==> src/rtl/ovl_fabric_pkg.sv <==
// rtl/ovl_fabric_pkg.sv - shared defaults and types for the assertion-fabric checker slots
package ovl_fabric_pkg;

  localparam int NUM_CKS_WIDTH_DEF = 3;
  localparam int NUM_CKS_MAX_DEF   = (1 << NUM_CKS_WIDTH_DEF) - 1;

  typedef logic [NUM_CKS_WIDTH_DEF-1:0] num_cks_t;

endpackage

==> src/rtl/ovl_next_core.sv <==
// rtl/ovl_next_core.sv - start-event monitor shift register and registered violation flag
module ovl_next_core
  import ovl_fabric_pkg::*;
#(
  parameter int NUM_CKS_WIDTH = NUM_CKS_WIDTH_DEF,
  parameter int NUM_CKS_MAX   = NUM_CKS_MAX_DEF
) (
  input  logic                     clk,
  input  logic                     clr,
  input  logic [NUM_CKS_WIDTH-1:0] num_cks,
  input  logic                     start_event,
  input  logic                     test_expr,
  output logic                     fire
);

  logic [NUM_CKS_MAX-1:0]   mon;
  logic [NUM_CKS_MAX:0]     mon_ext;
  logic [NUM_CKS_WIDTH-1:0] idx;

  // num_cks == 0 wraps idx to NUM_CKS_MAX, which lands on the zero pad bit
  assign mon_ext = {1'b0, mon};
  assign idx     = num_cks - NUM_CKS_WIDTH'(1);

  always_ff @(posedge clk) begin
    if (clr) begin
      mon  <= '0;
      fire <= 1'b0;
    end else begin
      mon  <= {mon[NUM_CKS_MAX-2:0], start_event};
      fire <= mon_ext[idx] & ~test_expr & (num_cks != '0);
    end
  end

endmodule

==> src/rtl/ovl_next_wrapper.sv <==
// rtl/ovl_next_wrapper.sv - "next" checker slot; OVL_NEXT_ENABLE_GATE_EN adds enable gating
module ovl_next_wrapper
  import ovl_fabric_pkg::*;
#(
  parameter int NUM_CKS_WIDTH = NUM_CKS_WIDTH_DEF,
  parameter int NUM_CKS_MAX   = NUM_CKS_MAX_DEF
) (
  input  logic                     clk,
  input  logic                     rst,
  input  logic                     enable,
  input  logic [NUM_CKS_WIDTH-1:0] num_cks,
  input  logic                     start_event,
  input  logic                     test_expr,
  input  logic                     prevConfigInvalid,
  output logic                     out
);

  logic clear;
  logic gate;
  logic fire;

`ifdef OVL_NEXT_ENABLE_GATE_EN
  assign clear = rst | ~enable;
  assign gate  = enable;
`else
  logic unused_enable;
  assign unused_enable = enable;
  assign clear = rst;
  assign gate  = 1'b1;
`endif

  ovl_next_core #(
    .NUM_CKS_WIDTH (NUM_CKS_WIDTH),
    .NUM_CKS_MAX   (NUM_CKS_MAX)
  ) u_core (
    .clk         (clk),
    .clr         (clear),
    .num_cks     (num_cks),
    .start_event (start_event),
    .test_expr   (test_expr),
    .fire        (fire)
  );

  // Mask is combinational so out never overlaps prevConfigInvalid
  assign out = fire & ~prevConfigInvalid & gate;

endmodule

==> config.mk <==
export PLATFORM = sky130hd
export DESIGN_NAME = ovl_next_wrapper
export DESIGN_NICKNAME = d
export VERILOG_FILES = /design/src/rtl/ovl_fabric_pkg.sv /design/src/rtl/ovl_next_core.sv /design/src/rtl/ovl_next_wrapper.sv
export SDC_FILE = /design/constraint.sdc
export NUM_CORES = 1
export LEC_CHECK = 0
export BUFFER_PORTS_ARGS = -buffer_cell sky130_fd_sc_hd__buf_2
export CORE_AREA = 3 3 40 42
export DETAILED_ROUTE_END_ITERATION = 10
export DIE_AREA = 0 0 43 45
export PLACE_DENSITY = 0.55
export SYNTH_ARGS = -nofsm -noshare
export SYNTH_HDL_FRONTEND = slang
export SYNTH_SLANG_ARGS = --single-unit
==> constraint.sdc <==
create_clock -name clk -period 1.1 [get_ports clk]
set_input_delay 0.11 -clock clk [delete_from_list [all_inputs] [get_ports clk]]
set_output_delay 0.11 -clock clk [all_outputs]
set_load 0.02 [all_outputs]
==> summary.md, run 1 <==
| Metric | Value |
|---|---|
| Yosys top cell area share | 49.23% |
| Hold EP | u_core.mon[0]$_SDFF_PP0_ |
| Reg2reg start | u_core.mon[1]$_SDFF_PP0_ |
| Clock Tree Root | clkbuf_4 |
| Pint | 0.4533 mW |
| Post-route setup TNS | 0 ns |
| # clock sinks | 8 |
| PwrDens | 1376 nW/um^2 |
| Core area | 1285 um^2 |
| WP data arrival | 1.18 ns |
| GRT Overall Usage | between 6 and 7% |
| Worst EP required | 1.23 ns |
| NetSw | 0.1218 mW |
| Fillers | 143 |
| Die extent in x | 43 um |
| Peak Freq | 0.9489 GHz |
| Register area share after synthesis | slightly below 50% |
| Antenna Nets Post-Route | 0 |
| Combinational power share | 9.8% |
| Worst R2R Setup Slack | 0.05 ns |
| # port buffers | 8 |
| Design Area, Final | approximately 420 um^2 |
| Area grow syn2layout | 28.46% |
| R2R Path End | u_core.fire$_SDFF_PP0_ |
| Clk_lat worst skew | 0.25 ns |
| Vias post-DR | 239 |
| Synth Net Count | just over 40 |
| Critical Setup Path Class | flip-flop to flip-flop |
| Nets | 56 |
| Register-to-Register Path Depth | 3 |
| Period utilization | a little over nine tenths |
| RSZ-0062 raised after global routing | no |
| Share of total power in the clock network | between 30% and 40% |
| Flip-flop and latch area | 160.2 um^2 |
| I/O Pins | 10 |
| Vias in the first global route | 202 |
| Pin count of the biggest net entering global routing | 9 |
| Routed WL per cell | 9.172 um |
| Crit end category | flip-flop |
| Worst Path Max Fanout | 2 |
| DRT iter0 DRCs | 3 |
| Switch share | 21.17% |
| Fin Clk Skew | 0.009828 ns |
| First-pass GRT wire length | 848 um |
| # Post-CTS Setup Buffers | 0 |
| Largest area contributor in the netlist | dfxtp_1 |
| Cells after synthesis | 30 |
| Worst VDD drop | 0.0006621 V |
| Multi-input gate area | 150.1 um^2 |
| Final hold vios | 0 |
| DR pass1 iterations | 2 |
| Inserted Clock Buffers | 3 |
| Part of the power in registers | 52.2% |
| Worst Max-Slew Pin Slew | roughly 0.19 ns |
| Final setup vio count | 0 |
| Area post-placement | 399.1 um^2 |
| Gr ovfl total | 0 |
| Netlist Area Pre-Place | 325.3 um^2 |
| Fin. max-slew vios | 0 |
| Worst hold path depth | 2 |
| H-tree levels | 1 |
| Gp weighted congestion | 0.6623 |
| Die height | 45 um |
| Status | completed |
| Worst hold path type | input pin to flip-flop |
| Crit path time final | 1.054 ns |
| Ratio of cells with drive above 1 in the final layout | 34.88% |
| FP Rows | 13 |
| Slew Limit Headroom | 86.98% |
| Hold path start | start_event |
| Clock buffer depth | 2 |
| Antenna cells | 0 |
| WL final | 532 um |
| Die area | between 1500 and 2000 um^2 |
| CTS tree | done |
| Synth warnings | 0 |
| Clock transition at path regs | 0.06 ns |
| Synth Register Bits | 8 |
| # hold bufs at CTS | 0 |
| Initial Util | between 20% and 30% |
| Via density | a little over 4 |
| # DRC | 0 |
| Hold slack | 0.07365 ns |
| Leakage power | 0.1923 nW |
| Most frequent cells in the layout | 8 x nor2b_1, 8 x buf_2, 8 x dfxtp_1 |
| Final Total Pwr | 0.5750 mW |
| Initial antenna violation count | 0 |
| Synth area leaders | dfxtp_1 49%, nor2b_1 15%, mux4_1 8.1%, ha_1 7.7%, inv_1 3.5% |
| Count of different cell masters after synthesis | 12 |
| Max-cap viol count | 0 |
| Avg Synthesized Cell Area | 10.84 um^2 |
| Crit start category | flip-flop |
## layout make-up
class                           instances  area share [%]
Clock buffer                            3           5.389
Inverter                                3           2.695
Multi-Input combinational cell         19           35.93
Sequential cell                         8           38.32
Tap cell                               15           4.491
Timing Repair Buffer                   10           13.17
## kinds of logic (layout without fill, tap and decap cells)
group	Yosys count	after routing	synth area share (%)
and+or+nand+nor	12	12	21.16
buffers and inverters	3	16	3.461
DFF	8	8	49.23
adders and majority gates	2	2	7.691
AOI/OAI and AO/OA	2	2	4.230
muxes	2	2	11.54
xor gates and xnor gates	1	1	2.693
## power groups by stage
stage | registers, mW | clock network [mW] | logic, mW
floorplan | 0.305 | 0 | 0.0280
global placement | 0.306 | 0 | 0.0556
detailed placement | 0.306 | 0 | 0.0557
CTS | 0.300 | 0.234 | 0.0558
global route | 0.301 | 0.246 | 0.0622
finish | 0.300 | 0.219 | 0.0561
## worst max-delay path by stage
stage	startpoint	endpoint	slack (ns)	cells past startpoint
after floorplan	u_core.mon[2]$_SDFF_PP0_	u_core.fire$_SDFF_PP0_	0.08	3
after global placement	num_cks[0]	u_core.fire$_SDFF_PP0_	-0.09	6
after detailed placement	num_cks[0]	u_core.fire$_SDFF_PP0_	-0.07	6
after CTS	u_core.mon[1]$_SDFF_PP0_	u_core.fire$_SDFF_PP0_	0.04	3
after global routing	u_core.mon[1]$_SDFF_PP0_	u_core.fire$_SDFF_PP0_	0.001	3
final	u_core.mon[1]$_SDFF_PP0_	u_core.fire$_SDFF_PP0_	0.05	3
## metrics by stage
stage	std cells	worst slack, ns	util [%]
final	58	0.04615	32.52
after global placement	55	-0.08903	31.06
after floorplan	30	0.07820	-
after global routing	58	0.001030	32.52
after detailed placement	55	-0.07169	31.06
after CTS	58	0.03694	32.81
## per-layer routing
layer	up-vias	share of wire, %	track usage [%]
li1	125	-	-
met1	103	50	7.108
met2	11	36	8.084
met3	0	14	6.773
met4	0	0	1.807
met5	-	0	0
## cells in the mapped netlist
cell / count
dfxtp_1: 8
nor2b_1: 8
inv_1: 3
ha_1: 2
nor2_1: 2
a311oi_1: 1
mux2_2: 1
mux4_1: 1
nand2_1: 1
nand3b_1: 1
o21ai_0: 1
xor2_1: 1
## flip-flops by register name (all words and copies together) (netlist names)
name / count
u_core.fire: 1
u_core.mon: 7
## worst max-delay path: stages (launching register included)
cell and delay (ns):
dfxtp_1 0.32, mux4_2 0.45, nor2_1 0.11, a311oi_1 0.05
## what timing repair did
| item | CTS | global route |
|---|---|---|
| setup endpoints to repair | 0 | 1 |
| resized for setup | 0 | 1 |
| hold endpoints to repair | 0 | 0 |
No activity file was read; power rests on OpenSTA's default activity.
==> run 2: changes to the inputs <==
--- a/config.mk
+++ b/config.mk
@@ -6,9 +6,9 @@
 export NUM_CORES = 1
 export LEC_CHECK = 0
 export BUFFER_PORTS_ARGS = -buffer_cell sky130_fd_sc_hd__buf_2
-export CORE_AREA = 3 3 40 42
+export CORE_AREA = 2 2 39 41
 export DETAILED_ROUTE_END_ITERATION = 10
-export DIE_AREA = 0 0 43 45
+export DIE_AREA = 0 0 41 43
 export PLACE_DENSITY = 0.55
 export SYNTH_ARGS = -nofsm -noshare
 export SYNTH_HDL_FRONTEND = slang
==> run 2 against run 1 <==
Against the previous run:
- combinational power increased by 5.2%
- register-to-register slack about the same
- sequential power about the same
- die area shrank 8.9%
- maximum frequency down 0.13%
- critical path type unchanged
- clock skew fell by 0.0052 ns
- largest power group unchanged
- wire length rose by 5.6%
==> summary.md, run 2 (synthesis gave the netlist of run 1 again) <==
| Metric | Value |
|---|---|
| RSZ-0062 raised after global routing | no |
| Gr ovfl total | 0 |
| Via density | 4.153 |
| # hold bufs at CTS | 0 |
| Design Area, Final | 422.9 um^2 |
| Antenna Nets Post-Route | 0 |
| Final hold vios | 0 |
| Gp weighted congestion | 0.6668 |
| FP Rows | 14 |
| Area post-placement | 400.4 um^2 |
| Top flop regs | u_core.mon x7, u_core.fire x1 |
| Initial Util | 23.51% |
| # DRC | 0 |
| Worst EP required | 1.22 ns |
| Clock buffer depth | 2 |
| Clock transition at path regs | 0.06 ns |
| Pin count of the biggest net entering global routing | 9 |
| Most frequent cells in the layout | 8 x nor2b_1, 8 x buf_2, 7 x dfxtp_1 |
| PwrDens | 1370 nW/um^2 |
| CTS tree | done |
| Crit path time final | 1.055 ns |
| Antenna cells | 0 |
| Ratio of cells with drive above 1 in the final layout | 39.53% |
| Leakage power | 0.1925 nW |
| Final Total Pwr | approximately 0.58 mW |
| Number of flip-flops under the largest register name | 7 |
| WP data arrival | 1.18 ns |
| Clock Tree Root | clkbuf_4 |
| Crit start category | flip-flop |
| First-pass GRT wire length | 779 um |
| Fin Clk Skew | ~0.0046 ns |
| Max-cap viol count | 0 |
| Worst Path Max Fanout | 2 |
| Nets | 56 |
| Fin. max-slew vios | 0 |
| Status | completed |
| Die area | about 1800 um^2 |
| Die extent in x | 41 um |
| WL final | between 500 and 600 um |
| Critical Setup Path Class | flip-flop to flip-flop |
| Period utilization | 95.93% |
| I/O Pins | 10 |
| Worst VDD drop | roughly 0.00034 V |
| Routed WL per cell | ~9.5 um |
| DR pass1 iterations | 2 |
| Clk_lat worst skew | between 0.2 and 0.3 ns |
| DRT iter0 DRCs | 3 |
| Worst hold path type | input pin to flip-flop |
| Die height | 43 um |
| Worst Max-Slew Pin Slew | ~0.24 ns |
| Inserted Clock Buffers | 3 |
| # Post-CTS Setup Buffers | 0 |
| Vias post-DR | 245 |
| Area grow syn2layout | 30.00% |
| # clock sinks | 8 |
| GRT Overall Usage | 6.942% |
| # port buffers | 8 |
| Initial antenna violation count | 0 |
| Crit end category | flip-flop |
| Biggest register | u_core.mon |
| Core area | 1384 um^2 |
| Peak Freq | 0.9476 GHz |
| Vias in the first global route | 233 |
| Slew Limit Headroom | 84.20% |
| H-tree levels | 1 |
| Post-CTS Resized | 0 |
| Final setup vio count | 0 |
| Detailed placement HPWL | 428.8 um |
## run 2: layout make-up
type	instances	area (um^2)
fillers	146	960.9
flip-flops and latches	8	161.4
multi-input cells	19	152.6
repair buffers	10	55.05
clock buffers	3	22.52
well taps	16	20.02
inverters	3	11.26
## run 2: stage by stage
step | utilization, % | TNS [ns] | setup slack [ns] | std cells | hold WS (ns)
6_report | 30.56 | 0 | 0.04475 | 59 | 0.09343
5_1_grt | 30.56 | 0 | 0.001806 | 59 | 0.09871
4_1_cts | 30.56 | 0 | 0.03989 | 59 | 0.08927
3_5_place_dp | 28.93 | -0.07716 | -0.07716 | 56 | 0.3518
3_3_place_gp | 28.93 | -0.07467 | -0.07467 | 56 | 0.3219
2_1_floorplan | - | 0 | 0.07820 | 30 | 0.1816
## run 2: report_power, final
| part | internal, mW | switching, mW | total (mW) |
|---|---|---|---|
| Clock | 0.125 | 0.0954 | 0.220 |
| Combinational | 0.0324 | 0.0267 | 0.0590 |
| Sequential | 0.298 | 0.00274 | 0.300 |
| Total | 0.455 | 0.125 | 0.579 |
## run 2: worst max-delay path, cell delays in order, from the launching register on
cell and delay, ns:
dfxtp_2 0.32, mux4_2 0.46, nor2_2 0.11, a311oi_1 0.04
## run 2: routing by layer
layer	global-route usage [%]	part of all wire, %	wire (um)
met5	0	0	0
met4	8.000	0	0
met3	1.571	4.3	24
met2	10.94	53	296
met1	6.149	43	241
## run 2: path summary, 6_finish.rpt
path,to,cells after the start,slack (ns),startpoint
max,u_core.fire$_SDFF_PP0_,3,0.04,u_core.mon[1]$_SDFF_PP0_
min,u_core.mon[0]$_SDFF_PP0_,2,0.09,start_event
max reg2reg,u_core.fire$_SDFF_PP0_,3,0.04,u_core.mon[1]$_SDFF_PP0_
min reg2reg,u_core.mon[1]$_SDFF_PP0_,1,0.45,u_core.mon[0]$_SDFF_PP0_
